<file path="src/rtl/otter_mmio_hub.sv">
// Memory-mapped I/O hub for the Otter IOBUS: slot decoder, strobed output registers and a
// small edge-triggered interrupt controller driving INTR.
module otter_mmio_hub #(
  parameter logic [31:0] BASE_ADDR = 32'h1100_0000,
  parameter logic [31:0] STRIDE    = 32'h20,
  parameter int unsigned N_IN      = 4,
  parameter int unsigned N_OUT     = 4,
  parameter int unsigned OUT_W     = 16,
  parameter int unsigned N_IRQ     = 2
) (
  input  logic                   CLK,
  input  logic                   RST_N,
  input  logic [31:0]            IOBUS_ADDR,
  input  logic [31:0]            IOBUS_OUT,
  input  logic                   IOBUS_WR,
  output logic [31:0]            IOBUS_IN,
  input  logic [N_IN*32-1:0]     IN_DATA,
  output logic [N_OUT*OUT_W-1:0] OUT_DATA,
  output logic [N_OUT-1:0]       OUT_STB,
  input  logic [N_IRQ-1:0]       IRQ_SRC,
  output logic                   INTR
);

  localparam int unsigned Shift    = $clog2(STRIDE);
  localparam int unsigned NumSlots = N_IN + N_OUT + 2;
  localparam logic [31:0] PendSlot = 32'(N_IN + N_OUT);
  localparam logic [31:0] MaskSlot = 32'(N_IN + N_OUT + 1);

  logic [31:0]            offset;
  logic [31:0]            slot;
  logic                   mapped;

  logic [N_OUT*OUT_W-1:0] out_q, out_d;
  logic [N_OUT-1:0]       stb_q, stb_d;
  logic [N_IRQ-1:0]       mask_q, mask_d;
  logic [N_IRQ-1:0]       pend_q, pend_d;
  logic [N_IRQ-1:0]       clr;
  logic [N_IRQ-1:0]       s1_q, s2_q, s3_q;
  logic                   intr_q, intr_d;

  // Addresses below BASE_ADDR wrap to a huge slot index and fall out of the map.
  assign offset = IOBUS_ADDR - BASE_ADDR;
  assign slot   = offset >> Shift;
  assign mapped = (offset[Shift-1:0] == '0) && (slot < 32'(NumSlots));

  always_comb begin
    IOBUS_IN = '0;
    if (mapped) begin
      for (int unsigned i = 0; i < N_IN; i++) begin
        if (slot == 32'(i)) IOBUS_IN = IN_DATA[32*i +: 32];
      end
      for (int unsigned j = 0; j < N_OUT; j++) begin
        if (slot == 32'(N_IN + j)) IOBUS_IN[OUT_W-1:0] = out_q[OUT_W*j +: OUT_W];
      end
      if (slot == PendSlot) IOBUS_IN[N_IRQ-1:0] = pend_q;
      if (slot == MaskSlot) IOBUS_IN[N_IRQ-1:0] = mask_q;
    end
  end

  always_comb begin
    out_d  = out_q;
    stb_d  = '0;
    mask_d = mask_q;
    clr    = '0;
    if (IOBUS_WR && mapped) begin
      for (int unsigned j = 0; j < N_OUT; j++) begin
        if (slot == 32'(N_IN + j)) begin
          out_d[OUT_W*j +: OUT_W] = IOBUS_OUT[OUT_W-1:0];
          stb_d[j]                = 1'b1;
        end
      end
      if (slot == MaskSlot) mask_d = IOBUS_OUT[N_IRQ-1:0];
      if (slot == PendSlot) clr    = IOBUS_OUT[N_IRQ-1:0];
    end
  end

  // A new edge is OR'd in after the clear so that it wins a same-cycle collision.
  assign pend_d = (pend_q & ~clr) | (s2_q & ~s3_q);
  assign intr_d = |(pend_q & mask_q);

  always_ff @(posedge CLK or negedge RST_N) begin
    if (!RST_N) begin
      out_q  <= '0;
      stb_q  <= '0;
      mask_q <= '0;
      pend_q <= '0;
      s1_q   <= '0;
      s2_q   <= '0;
      s3_q   <= '0;
      intr_q <= 1'b0;
    end else begin
      out_q  <= out_d;
      stb_q  <= stb_d;
      mask_q <= mask_d;
      pend_q <= pend_d;
      s1_q   <= IRQ_SRC;
      s2_q   <= s1_q;
      s3_q   <= s2_q;
      intr_q <= intr_d;
    end
  end

  assign OUT_DATA = out_q;
  assign OUT_STB  = stb_q;
  assign INTR     = intr_q;

  logic unused_wdata;
  assign unused_wdata = ^IOBUS_OUT;

endmodule

</file>
<file path="config.mk">
export PLATFORM = sky130hd
export DESIGN_NAME = otter_mmio_hub
export DESIGN_NICKNAME = d
export VERILOG_FILES = /design/src/rtl/otter_mmio_hub.sv
export SDC_FILE = /design/constraint.sdc
export NUM_CORES = 1
export LEC_CHECK = 0
export CAP_MARGIN = 15
export CORE_UTILIZATION = 34
export CTS_CLUSTER_SIZE = 14
export DETAILED_ROUTE_END_ITERATION = 10
export PLACE_DENSITY = 0.72
export SLEW_MARGIN = 5
export SYNTH_ARGS = -nofsm -noshare
export SYNTH_HDL_FRONTEND = slang
export SYNTH_SLANG_ARGS = --single-unit
</file>
<file path="constraint.sdc">
create_clock -name CLK -period 6.7 [get_ports CLK]
set_clock_uncertainty 0.15 [all_clocks]
set_input_delay 1.34 -clock CLK [delete_from_list [all_inputs] [get_ports CLK]]
set_output_delay 1.34 -clock CLK [all_outputs]
set_load 0.05 [all_outputs]
</file>
==> impl_metrics.toml <==
[synthesis]
synth_top_area_cell = "dfrtp_1"
synth_area_leaders = "dfrtp_1 (37%), mux2_2 (15%), a2111oi_2 (3.9%)"
postSynthAreaPerCell_um2 = 9.84
ys_ff_latch = 79
muxShareOfSynthArea_pct = 16.2
synth_top_family_by_area = "compound AO/OA/AOI/OAI gates"
yosysMostFrequentCell = "dfrtp_1"
synth_compound_gate_area_share_pct = 24.4
synthAdderAreaFrac_pct = 0.462
synth-seq-area-share_pct = 36.5
ys.flop_type = "dfrtp_1"
yosysTopAreaCellShare_pct = 36.5
synth-simple-area-share_pct = 17.6
synth_common_cells = "dfrtp_1 (79), mux2_2 (72), nor2_1 (54)"
async_flop_share_pct = 100
synth_edf_count = 0
synthCells = 550
netlist_area_um2 = 5410
yosys_warnings = 0
synth.distinct_cells = 64
synth_xor_area_share_pct = 0
synth_nets = 749

[global_routing]
grt_start_max_net_pins = 80
grt_pass1_vias = 6032
grt_pass1_wl_um = 32700
antenna_found_initial = 0
grtUsageTotal_pct = 26.2
gr-total-overflow = 0

[clock_tree]
numCtsBuffers = 9
htreeDepth = 3
cts.sinks = 79
clk_latency_ns = 0.33
path_clk_slew_ns = 0.05
clockBufferDepth = 2
cts_root_buf = "clkbuf_16"
cts_tree = "done"

[setup_path]
cp_max_fo = 17
arrival_ns = 4.99
end_kind = "primary output"
r2r_start = "OUT_DATA[7]"
crit_required_ns = 5.21
ff2ff_setup_slack_ns = 5.72
r2r_cells = 1
path_depth = 9
cpMostUsedCell = "or4_1"
crit_buf_inv = 3
crit_slowest_cell = "or4_1"
r2r_end = "OUT_DATA[7]"
cp_slowest_stage_delay_ns = 0.58
crit_path_start_kind = "input pin"
path_class = "input pin to primary output"
path_delay_family = "simple AND/OR/NAND/NOR gates"
path_cells = "clkdlybuf4s50_1 > or4_1 > or4_1 > or3_4 > a2111oi_4 > buf_4 > a32oi_1 > a2111oi_2 > buf_12"
crit_start = "IOBUS_ADDR[17]"

[floorplan]
start_util_pct = 35.2
dieArea_um2 = 16400
die_h_um = 128
boundaryPins = 298
core-area_um2 = 15400
rows = 45
dieWidth_um = 128

[sta]
finalCritPeriodShare_pct = 96.7
drv_slew = 0
fmax_mhz = 154
period_minus_slack_ns = 6.48
tightestPinTransition_ns = 1.00
rsz0062_at_grt = "false"
finalHoldWorstSlack_ns = 0.200
final-hold-violation-count = 0
setup_viol = 0
fin_tns_setup_ns = 0
relSlewSlack_pct = 33.1

[detailed_routing]
antenna_left = 0
viasPerCell = 5.69
vias = 5900
drt_wl_total_um = 21800
drt-wirelength-per-cell_um = 21.0
first_iter_violations = 416
drt-pass1-iter-count = 5
drcViolationCount = 0

[outcome]
status = "finished clean"

[placed_design]
dp_hpwl_um = 16400
place_area_um2 = 8800
port-buffer-count = 281
gp_congestion = 0.877

[hold_path]
hold_end = "s2_q[0]"
hp-start = "s1_q[0]"
hold_depth = 0
min_path_type = "flop to flop"

[cells_and_area]
area_delta_synth_final_pct = 68.6
diodes = 0
final_area_um2 = 9130
layout-drive-gt1-share_pct = 22.7
nFillCells = 1278
final_nets = 1019

[job]
max_cap_violations = 0

[power]
power.density_nw_per_um2 = 126
p_leak_nw = 3.50
vdd_ir_drop_max_uv = 148
==> layout make-up <==
| type | instances | area [um^2] | area share [%] |
|---|---|---|---|
| clock buffer | 13 | 280 | 3.07 |
| clock inverter | 3 | 23.8 | 0.260 |
| inverter | 9 | 33.8 | 0.370 |
| multi-input combinational | 414 | 3220 | 35.3 |
| sequential | 79 | 1980 | 21.7 |
| tap | 211 | 264 | 2.89 |
| timing repair buffer | 307 | 3330 | 36.4 |
==> cell usage in the layout, fill, tap and decap left out, drive strengths merged, types with 15 or more instances in the layout <==
cell	netlist	routed
o21ai	28	28
clkdlybuf4s50	0	246
dfrtp	79	79
or4	15	15
o211ai	23	23
a32oi	22	22
buf	18	61
mux2	75	75
nand2	27	27
o2111ai	16	16
nor2b	17	17
a211o	15	15
a2111oi	17	17
nor2	54	54
a21oi	22	22
==> flip-flops by register name (all words and copies together) (netlist names) <==
signal and cells:
mask_q 2, s3_q 2, s2_q 2, pend_q 2
INTR 1, OUT_STB 4, s1_q 2, OUT_DATA 64
==> per-layer routing <==
metal	part of all wire, %	up-vias	GRT usage [%]
li1	-	2692	-
met1	39	2847	30.5
met4	4.0	0	12.7
met2	48	308	45.1
met3	8.9	53	6.39
met5	0	-	0
==> kinds of logic (layout without fill, tap and decap cells) <==
family	after synthesis	in the layout
multiplexers	77	77
flip-flops	79	79
AO/OA/AOI/OAI	163	163
buffers and inverters	57	332
AND/OR/NAND/NOR	172	172
adder cells (fa/ha/maj)	2	2
==> report_power, final <==
| part | total, W | switching (W) | internal [W] |
|---|---|---|---|
| Sequential | 0.000480 | 0.000000541 | 0.000479 |
| Combinational | 0.000190 | 0.0000760 | 0.000114 |
| Clock | 0.000478 | 0.000185 | 0.000292 |
| Total | 0.00115 | 0.000262 | 0.000885 |
==> stage by stage <==
stage / std cells / total power (W) / utilization [%] / setup WS, ns
after floorplan: 550 / 0.000539 / - / 0.461
after global placement: 1019 / 0.000672 / 57.3 / 0.161
after detailed placement: 1019 / 0.000676 / 57.3 / 0.143
after CTS: 1035 / 0.00116 / 59.3 / 0.104
after global routing: 1036 / 0.00119 / 59.4 / 0.0215
final: 1036 / 0.00115 / 59.4 / 0.222
==> what timing repair did <==
item                                    CTS  global route
resized for setup                         0             1
setup buffers                             0             0
hold buffers                              0             0
endpoints found under the setup margin    0             3
==> how the worst max path moves through the flow <==
| stage | end | slack [ns] |
|---|---|---|
| after floorplan | IOBUS_IN[10] | 0.46 |
| after global placement | IOBUS_IN[2] | 0.16 |
| after detailed placement | IOBUS_IN[2] | 0.14 |
| after CTS | IOBUS_IN[2] | 0.10 |
| after global routing | IOBUS_IN[2] | 0.02 |
| final | IOBUS_IN[2] | 0.22 |
(Power assumes the default switching activity.)
